`config.mk`:
```
export PLATFORM = sky130hd
export DESIGN_NAME = axi_lite_arbiter
export DESIGN_NICKNAME = d
export VERILOG_FILES = /design/src/rtl/axi_lite_arbiter.sv
export SDC_FILE = /design/constraint.sdc
export NUM_CORES = 1
export LEC_CHECK = 0
export ABC_AREA = 1
export CAP_MARGIN = 40
export CORE_AREA = 2 2 170 172
export CTS_CLUSTER_SIZE = 40
export DETAILED_ROUTE_END_ITERATION = 6
export DIE_AREA = 0 0 172 174
export DONT_BUFFER_PORTS = 1
export GPL_ROUTABILITY_DRIVEN = 0
export SYNTH_ARGS = -nofsm -noshare
export SYNTH_HDL_FRONTEND = slang
export SYNTH_SLANG_ARGS = --single-unit
```
`constraint.sdc`:
```
create_clock -name aclk -period 2.9 [get_ports aclk]
set_input_delay 0.58 -clock aclk [delete_from_list [all_inputs] [get_ports aclk]]
set_output_delay 0.58 -clock aclk [all_outputs]
set_load 0.005 [all_outputs]
```
`src/rtl/axi_lite_arbiter.sv`:
```
`default_nettype none
// ---------------------------------------------------------------------------
// axi_lite_arbiter : two-master AXI4-Lite arbiter, one transaction at a time,
//                    round-robin between masters.
// Revision: 1.0
// ---------------------------------------------------------------------------
module axi_lite_arbiter #(
  parameter bit RD_FIRST = 1'b1
) (
  input  logic        aclk,
  input  logic        areset_n,
  // upstream master 0
  input  logic [31:0] s0_awaddr,
  input  logic        s0_awvalid,
  output logic        s0_awready,
  input  logic [31:0] s0_wdata,
  input  logic [3:0]  s0_wstrb,
  input  logic        s0_wvalid,
  output logic        s0_wready,
  output logic [1:0]  s0_bresp,
  output logic        s0_bvalid,
  input  logic        s0_bready,
  input  logic [31:0] s0_araddr,
  input  logic        s0_arvalid,
  output logic        s0_arready,
  output logic [31:0] s0_rdata,
  output logic [1:0]  s0_rresp,
  output logic        s0_rvalid,
  input  logic        s0_rready,
  // upstream master 1
  input  logic [31:0] s1_awaddr,
  input  logic        s1_awvalid,
  output logic        s1_awready,
  input  logic [31:0] s1_wdata,
  input  logic [3:0]  s1_wstrb,
  input  logic        s1_wvalid,
  output logic        s1_wready,
  output logic [1:0]  s1_bresp,
  output logic        s1_bvalid,
  input  logic        s1_bready,
  input  logic [31:0] s1_araddr,
  input  logic        s1_arvalid,
  output logic        s1_arready,
  output logic [31:0] s1_rdata,
  output logic [1:0]  s1_rresp,
  output logic        s1_rvalid,
  input  logic        s1_rready,
  // downstream shared slave
  output logic [31:0] m_awaddr,
  output logic        m_awvalid,
  input  logic        m_awready,
  output logic [31:0] m_wdata,
  output logic [3:0]  m_wstrb,
  output logic        m_wvalid,
  input  logic        m_wready,
  input  logic [1:0]  m_bresp,
  input  logic        m_bvalid,
  output logic        m_bready,
  output logic [31:0] m_araddr,
  output logic        m_arvalid,
  input  logic        m_arready,
  input  logic [31:0] m_rdata,
  input  logic [1:0]  m_rresp,
  input  logic        m_rvalid,
  output logic        m_rready,
  // status
  output logic [1:0]  gnt,
  output logic        busy
);

  typedef enum logic [1:0] {
    IDLE = 2'd0,
    RD   = 2'd1,
    WR   = 2'd2
  } state_t;

  state_t state_q, state_d;
  logic   owner_q, owner_d;
  logic   rr_last_q, rr_last_d;

  logic req0, req1, win, win_ar, win_aw;
  logic rd_act, wr_act;
  logic rd0, rd1, wr0, wr1;

  assign req0   = s0_arvalid | s0_awvalid;
  assign req1   = s1_arvalid | s1_awvalid;
  // on a contest the master that was not served last wins
  assign win    = (req0 && req1) ? ~rr_last_q : req1;
  assign win_ar = win ? s1_arvalid : s0_arvalid;
  assign win_aw = win ? s1_awvalid : s0_awvalid;

  always_comb begin
    state_d   = state_q;
    owner_d   = owner_q;
    rr_last_d = rr_last_q;
    case (state_q)
      IDLE: begin
        if (req0 || req1) begin
          owner_d = win;
          state_d = (win_ar && (!win_aw || RD_FIRST)) ? RD : WR;
        end
      end
      RD: begin
        if (m_rvalid && m_rready) begin
          state_d   = IDLE;
          rr_last_d = owner_q;
        end
      end
      WR: begin
        if (m_bvalid && m_bready) begin
          state_d   = IDLE;
          rr_last_d = owner_q;
        end
      end
      default: state_d = IDLE;
    endcase
  end

  always_ff @(posedge aclk or negedge areset_n) begin
    if (!areset_n) begin
      state_q   <= IDLE;
      owner_q   <= 1'b0;
      rr_last_q <= 1'b1;
    end else begin
      state_q   <= state_d;
      owner_q   <= owner_d;
      rr_last_q <= rr_last_d;
    end
  end

  // all routing is decoded from registered state so reset drops it at once
  assign rd_act = (state_q == RD);
  assign wr_act = (state_q == WR);
  assign rd0    = rd_act & ~owner_q;
  assign rd1    = rd_act &  owner_q;
  assign wr0    = wr_act & ~owner_q;
  assign wr1    = wr_act &  owner_q;

  assign gnt  = {rd1 | wr1, rd0 | wr0};
  assign busy = rd_act | wr_act;

  assign m_araddr  = rd0 ? s0_araddr  : (rd1 ? s1_araddr  : '0);
  assign m_arvalid = rd0 ? s0_arvalid : (rd1 ? s1_arvalid : 1'b0);
  assign m_rready  = rd0 ? s0_rready  : (rd1 ? s1_rready  : 1'b0);
  assign m_awaddr  = wr0 ? s0_awaddr  : (wr1 ? s1_awaddr  : '0);
  assign m_awvalid = wr0 ? s0_awvalid : (wr1 ? s1_awvalid : 1'b0);
  assign m_wdata   = wr0 ? s0_wdata   : (wr1 ? s1_wdata   : '0);
  assign m_wstrb   = wr0 ? s0_wstrb   : (wr1 ? s1_wstrb   : '0);
  assign m_wvalid  = wr0 ? s0_wvalid  : (wr1 ? s1_wvalid  : 1'b0);
  assign m_bready  = wr0 ? s0_bready  : (wr1 ? s1_bready  : 1'b0);

  assign s0_arready = rd0 & m_arready;
  assign s0_rvalid  = rd0 & m_rvalid;
  assign s0_rdata   = rd0 ? m_rdata : '0;
  assign s0_rresp   = rd0 ? m_rresp : '0;
  assign s0_awready = wr0 & m_awready;
  assign s0_wready  = wr0 & m_wready;
  assign s0_bvalid  = wr0 & m_bvalid;
  assign s0_bresp   = wr0 ? m_bresp : '0;

  assign s1_arready = rd1 & m_arready;
  assign s1_rvalid  = rd1 & m_rvalid;
  assign s1_rdata   = rd1 ? m_rdata : '0;
  assign s1_rresp   = rd1 ? m_rresp : '0;
  assign s1_awready = wr1 & m_awready;
  assign s1_wready  = wr1 & m_wready;
  assign s1_bvalid  = wr1 & m_bvalid;
  assign s1_bresp   = wr1 ? m_bresp : '0;

endmodule
`default_nettype wire

```
Word-level counts from Yosys, hierarchy flattened
Cells that the tools add are included.
{"block": "totals", "ff_bits": 4, "output_inout_bits": 190, "word_cells": 72}
{"block": "classes", "eq_ne": 5, "muxes": 34, "n_bitwise": 21, "n_reduce_logical": 9}
{"cell": "$mux 32", "count": 8}
{"cell": "$mux 2", "count": 8}
{"cell": "$and 1x1->1", "count": 14}
{"cell": "$mux 1", "count": 14}
{"cell": "$mux 4", "count": 2}
{"cell": "$pmux 2 s3", "count": 1}
{"cell": "$reduce_and 3->1", "count": 2}
{"cell": "$or 1x1->1", "count": 5}
{"cell": "$ne 2x1->1 const B", "count": 2}
{"cell": "$logic_and 1x1->1", "count": 3}
{"cell": "$eq 2x1->1 const B", "count": 1}
{"cell": "$eq 2x2->1 const B", "count": 1}
{"cell": "$logic_not 2->1", "count": 1}
{"cell": "$ne 2x2->1 const B", "count": 1}
{"cell": "$not 1->1", "count": 2}
{"cell": "$pmux 1 s2", "count": 1}
{"cell": "$reduce_and 2->1", "count": 1}
{"cell": "$reduce_bool 2->1", "count": 1}
{"cell": "$logic_or 1x1->1", "count": 1}

Longest topological paths before layout
Gate-level depths: netlist (run 1).
{"block": "depth", "depth_word": 7, "mapped_depth": 10}

Least setup slack after synthesis (run 1)
No wires, ideal clock.
{"block": "synth_path", "path_type": "register to output", "from": "reg state_q[0]", "to": "out m_awaddr[0]", "t_arrival_ps": 1226, "t_required_ps": 2320, "path_slack_ps": 1094, "path_stages_with_launch": 8, "cell_sequence": "dfrtp_1 > inv_1 > ha_1 > buf_4 > buf_2 > buf_2 > nand3_1 > nand2_1"}
{"block": "synth_between", "elab_chain_len": 4, "word_cells_on_any_way": 5, "classes_between": "1 x eq/ne; 2 x mux; 2 x bitwise"}
{"item": "from (decl)", "line": "77", "rtl": "state_t state_q, state_d;"}
{"item": "from (signal assigned)", "line": "125", "rtl": "state_q <= state_d;"}
{"item": "$eq 2x2->1 (*)", "line": "133", "rtl": "assign wr_act = (state_q == WR);"}
{"item": "$and 1x1->1", "line": "137", "rtl": "assign wr1 = wr_act & owner_q;"}
{"item": "$mux 32", "line": "145", "rtl": "assign m_awaddr = wr0 ? s0_awaddr : (wr1 ? s1_awaddr : '0);"}
{"item": "$mux 32 (*)", "line": "145"}
{"item": "to (decl)", "line": "49", "rtl": "output logic [31:0] m_awaddr,"}
Mark *: on every way between the ends. The rest lies on a longest branch, timed or not.

Final worst setup path (run 1)
{"block": "layout_path", "from": "reg owner_q", "to": "out m_arvalid"}
{"block": "layout_between", "elab_chain_len": 3, "word_cells_on_any_way": 5, "classes_between": "2 x mux; 3 x bitwise"}
{"item": "from (decl)", "line": "78", "rtl": "logic owner_q, owner_d;"}
{"item": "from (signal assigned)", "line": "126", "rtl": "owner_q <= owner_d;"}
{"item": "$and 1x1->1 or $not 1->1 (tied branches)", "line": "135, 134"}
{"item": "$mux 1 or $and 1x1->1 (tied branches)", "line": "143, 134"}
{"item": "$mux 1 (*)", "line": "143", "rtl": "assign m_arvalid = rd0 ? s0_arvalid : (rd1 ? s1_arvalid : 1'b0);"}
{"item": "to (decl)", "line": "60", "rtl": "output logic m_arvalid,"}
Marks and branches as above.

==> results of run 1 <==
## worst max-delay path: stages (launching register included)
cell and delay [ns]:
dfrtp_4 0.61, inv_4 0.22, nand2_1 0.11, buf_4 0.37
o22ai_1 0.13, buf_4 0.16
## kinds of logic (layout without fill, tap and decap cells)
family | Yosys count | count (layout) | synth area share
DFF | 4 | 4 | 0.0400
AOI/OAI and AO/OA | 5 | 5 | 0.0114
buffers and inverters | 102 | 79 | 0.191
adders and majority gates | 3 | 3 | 0.0148
other | 0 | 1 | 0
and+or+nand+nor | 425 | 425 | 0.743
## layer usage
layer	up-vias	wire length (um)	track usage
met5	-	13	0
met4	2	336	0.0277
met3	22	1310	0.0171
met2	320	6060	0.122
met1	1611	5090	0.0871
li1	1698	-	-
## power by group
group	switching (mW)	leakage [nW]	internal, mW
Clock	0.0417	0.0382	0.182
Sequential	0.0768	0.0472	0.0908
Combinational	1.34	1.53	0.477
Total	1.46	1.61	0.750
## sequential cells by signal, summed over array words and instances (netlist names)
| register | cells |
|---|---|
| state_q | 2 |
| rr_last_q | 1 |
| owner_q | 1 |
## layout make-up
cell class,count,area share
Inverter,48,0.0604
Tap cell,384,0.159
Timing Repair Buffer,27,0.0711
Antenna cell,1,0.000827
Multi-Input combinational cell,433,0.648
Sequential cell,4,0.0347
Clock buffer,4,0.0260
## cells in the final DEF, fill, tap and decap left out, drive strengths merged
cell type	netlist	layout
nand4	3	3
nor2	84	84
diode	0	1
or2	1	1
buf	42	27
nand3	212	212
dfrtp	3	3
inv	48	48
ha	3	3
o21ai	3	3
nand2	125	125
clkbuf	12	4
a21boi	1	1
o22ai	1	1
dfstp	1	1
## cell usage after synthesis, types with 2 or more instances
cell type  number
nor2_1         84
dfrtp_1         3
nand3_1       211
nand4_1         3
o21ai_0         3
ha_1            3
nand2_1       123
nand2_2         2
inv_1          47
buf_4          16
clkbuf_1       12
buf_2          25
## worst min path at each step
| stage | to | startpoint | depth (start not counted) |
|---|---|---|---|
| after floorplan | owner_q | areset_n | 0 |
| after CTS | owner_q | areset_n | 0 |
| after detailed placement | owner_q | areset_n | 0 |
| final | owner_q | areset_n | 0 |
| after global routing | owner_q | areset_n | 0 |
| after global placement | owner_q | areset_n | 0 |
## per-stage QoR
step / hold WS, ns / util
CTS: 0.0449 / 0.107
global placement: 0.285 / 0.104
global route: 0.0402 / 0.107
floorplan: 0.284 / -
finish: 0.0515 / 0.107
detailed placement: 0.285 / 0.104
==> impl_results.md, run 1 <==
* DRT Pass-1 Iters at 5
* Post-route setup TNS at 0 ns
* Reg clk slew, reported paths at 0.03 ns
* Final cell count without fillers at 901
* Worst Skew at between 0.002 and 0.0025 ns
* RSZ-0062 raised after global routing: false
* GRT overflow at 0
* Gr usage total at 0.0719
* Sequential Area at between 100 and 150 um^2
* Worst slew pin tran at 0.562 ns
* Achievable Freq at between 0.4 and 0.5 GHz
* Final Cell Area at 3030 um^2
* Routed via count at approximately 3,700
* I/O Buffers at 0
* R2R Path Start: state_q[1]
* Die Width at between 150 and 200 um
* Layout cell share with drive strength beyond 1 at 0.0756
* Tot Pwr at 2.21 mW
* Initial Utilization at 0.0897
* Root Buffer Master: clkbuf_16
* Vias per cell at 4.05
* Crit path from: owner_q
* Final worst slack at roughly 0.47 ns
* Crit path launch type: flip-flop
* Endpoint class of the critical path: primary output
* Asr flop ratio synth at 1.00
* Area occupied by multi-input gates at between 1500 and 2000 um^2
* R2R Setup Slk at around 0.84 ns
* Core Footprint at between 20,000 and 30,000 um^2
* Layout overhead on the synthesized area at 19.5%
* Ys Warns at 0
* Clock buffer depth at 2
* FF-to-FF End: state_q[0]
* Final hold vios at 0
* Slew headroom at 0.625
* Sequential area share after synthesis at 0.0400
* Final period util at 0.839
* Post-Syn Nets at 795
* Main area contributors after synthesis: nand3_1 (42%), nand2_1 (18%), nor2_1 (12%)
* DRT iter0 DRCs at 394
* Pins Over Slew Limit at 0
* PostCTS Resize Cnt at 0
* Clk_lat worst skew at approximately 0.22 ns
* CTS tree: done
* WP data arrival at 1.85 ns
* Htree depth at 1
* Hold buffer count at cts at 0
* Placed insts at 896
* Fillers at 3,281
* Synthesized area at 2530 um^2
* Maxcap violations at 0
* Hold crit path type: input port to asynchronous set/reset pin
* Number of synthesized flops with an enable pin at 0
* Max VDD drop at 0.000259 V
* Post-synth top area cell: nand3_1
* Setup-failing EPs final at 0
* Post-synth top area share at 0.417
* Std cell rows at 62
* Vias in the first global route at 2,723
* Unique cell type count in the Yosys netlist at 19
* Clock sinks at 4
* Routed Antenna Nets at 0
* Crit path max fanout at 38
* DRC viols at 0
* Final wirelength at 12,800 um
* Nets at 773
* Synth Register Bits at 4
* HPWL Detailed at 10,700 um
* Outcome: finished clean
* Die ar. at 29,900 um^2
* First-pass GRT wire length at 15,700 um
* Setup WS pre-CTS at 0.686 ns
* Crit path time final at 2.43 ns
* R2R cell count at 10
* I/O Pins at between 400 and 500
* Largest net degree at the start of global routing at 107
* Initial antenna violation count at 2
* Cell leakage power at between 1.5 and 2 nW
* Post-DP Area at 2950 um^2
* Crit Path Category: flip-flop to primary output
* Post-Syn Instances at ~540
* Number of buffers created by CTS at 3
* Die Y-Extent at 174 um
* Power density over the cells at 729 nW/um^2
* Syn Area/Cell at 4.70 um^2
* Post-CTS Setup Inserts at 0
* Avg WL per Cell at between 10 and 15 um
* Worst Path Required at 2.32 ns
* CP Capture Point: m_arvalid
* Synth Flop Type: dfrtp_1
Power figures use the tool's default switching activity.
==> inputs of run 2 (changes only) <==
==> constraint.sdc (replaced) <==
create_clock -name aclk -period 2.4 [get_ports aclk]
set_input_delay 0.48 -clock aclk [delete_from_list [all_inputs] [get_ports aclk]]
set_output_delay 0.48 -clock aclk [all_outputs]
set_load 0.005 [all_outputs]
==> run 2 against run 1 <==
Against the previous run: wire length shrank 1.3%; flip-flop and latch count is the same; non-clock buffer count grew 2; critical path depth is the same; cell area grew 1.8%; global-route usage shrank 0.066 points; clock skew grew 0.0047 ns; combinational power grew 28%; critical path type unchanged; largest power group unchanged.
==> impl_results.md, run 2 (synthesis gave the netlist of run 1 again) <==
* GRT overflow at 0
* Cell leakage power at 1.64 nW
* Core Footprint at around 28,000 um^2
* Max VDD drop at 0.000320 V
* Worst slew pin tran at ~0.42 ns
* HPWL Detailed at 10,500 um
* Hold crit path type: input port to asynchronous set/reset pin
* Largest net degree at the start of global routing at 104
* Maxcap violations at 0
* DRT iter0 DRCs at 360
* Biggest regs: state_q (2), owner_q (1), rr_last_q (1)
* First-pass GRT wire length at around 16,000 um
* Fillers at roughly 3,300
* Die ar. at between 20,000 and 30,000 um^2
* Crit path launch type: flip-flop
* RSZ-0062 raised after global routing: false
* Most frequent cells in the layout: nand3_1 (211), nand2_1 (123), nor2_1 (84), inv_1 (47), buf_4 (24)
* Largest register FFs at 2
* I/O Pins at roughly 440
* Std cell rows at between 60 and 70
* Post-CTS Setup Inserts at 0
* Final wirelength at 12,600 um
* Routed via count at 3,616
* I/O Buffers at 0
* Crit path time final at 2.20 ns
* Die Y-Extent at 174 um
* Fin util at 0.109
* Post-route setup TNS at 0 ns
* Slew headroom at 0.722
* Number of buffers created by CTS at 3
* DRT Pass-1 Iters at 7
* Initial Utilization at 0.0897
* DRC viols at 0
* Crit path max fanout at 55
* Final hold vios at 0
* Pins Over Slew Limit at 0
* Worst Path Required at 1.92 ns
* Final period util at 0.917
* Htree depth at 1
* Layout cell share with drive strength beyond 1 at 0.0772
* Routed Antenna Nets at 0
* Most common cell after layout, fill and taps aside: nand3_1
* Slowest CP cell: dfrtp_4
* Outcome: finished clean
* Vias in the first global route at roughly 2,700
* Clock buffer depth at 2
* Die Width at approximately 170 um
* PostCTS Resize Cnt at 0
* CTS tree: done
* Most used cell, CP: nand2_1
* Crit path max-delay family: buffers and inverters
* Setup-failing EPs final at 0
* CP Buf/Inv Count at 3
* Clock sinks at 4
* Layout overhead on the synthesized area at 21.7%
* Endpoint class of the critical path: primary output
* Critical path's largest stage delay at 0.50 ns
* Initial antenna violation count at 2
* Worst Skew at 0.00719 ns
* Clk_lat worst skew at approximately 0.23 ns
* Root Buffer Master: clkbuf_16
* Achievable Freq at 0.455 GHz
* Power density over the cells at 893 nW/um^2
* Register bank with the most flops: state_q
* WP data arrival at 1.72 ns
* Crit path cell chain: inv_4, buf_12, nand2_1, nand2_1, buf_4
* Nets at between 700 and 800
* Avg WL per Cell at 14.0 um
* Gr usage total at 0.0713
* Vias per cell at 4.00
* Reg clk slew, reported paths at 0.04 ns
* Crit Path Category: flip-flop to primary output
==> run 2: worst reg2reg max path: cells and delay by family (launching register included) <==
kind | cells | cell delay [ns]
fa+ha+maj | 1 | 0.23
flops | 1 | 0.40
buf+inv | 2 | 0.48
simple gates | 7 | 0.69
==> run 2: metrics by stage <==
stage	cell area, um^2	total power [mW]	hold WS, ns	cells	worst slack, ns
after floorplan	2530	1.99	0.184	539	0.694
after detailed placement	2990	2.49	0.185	897	0.443
after global placement	2990	2.40	0.185	897	0.509
after CTS	3080	2.77	0.0971	902	0.196
after global routing	3080	3.06	0.0952	903	0.0611
final	3080	2.75	0.102	903	0.200
==> run 2: layer usage <==
metal / up-vias / global-route usage / routed length, um
met5: - / 0 / 13
met4: 2 / 0.0301 / 344
met3: 20 / 0.0143 / 1240
met2: 290 / 0.121 / 5970
met1: 1605 / 0.0872 / 5070
li1: 1699 / - / -
==> run 2: area by class of cell <==
type,count,area [um^2],share of cell area
multi-input cells,433,1960,0.637
flip-flops and latches,4,105,0.0341
clock buffers,4,78.8,0.0256
inverters,48,183,0.0593
diodes,1,2.50,0.000812
repair buffers,29,270,0.0877
well taps,384,480,0.156
==> run 2: final timing paths <==
check	end	depth (start not counted)	slack, ns	from
max	gnt[0]	5	0.20	owner_q
min	rr_last_q	0	0.10	areset_n
max reg2reg	state_q[0]	10	0.48	state_q[1]
min reg2reg	rr_last_q	2	0.47	rr_last_q
max in group asynchronous	owner_q	1	1.66	areset_n
min in group aclk	rr_last_q	2	0.47	rr_last_q
==> run 2: repair_timing <==
item,in CTS,in global routing
hold endpoints to repair,3,0
endpoints found under the setup margin,0,0
hold buffers,1,0
==> run 2: where the power goes <==
group | switching (mW) | total [mW] | internal [mW] | leakage, nW
Combinational | 1.69 | 2.33 | 0.643 | 1.55
Sequential | 0.0343 | 0.145 | 0.110 | 0.0472
Clock | 0.0548 | 0.275 | 0.220 | 0.0382
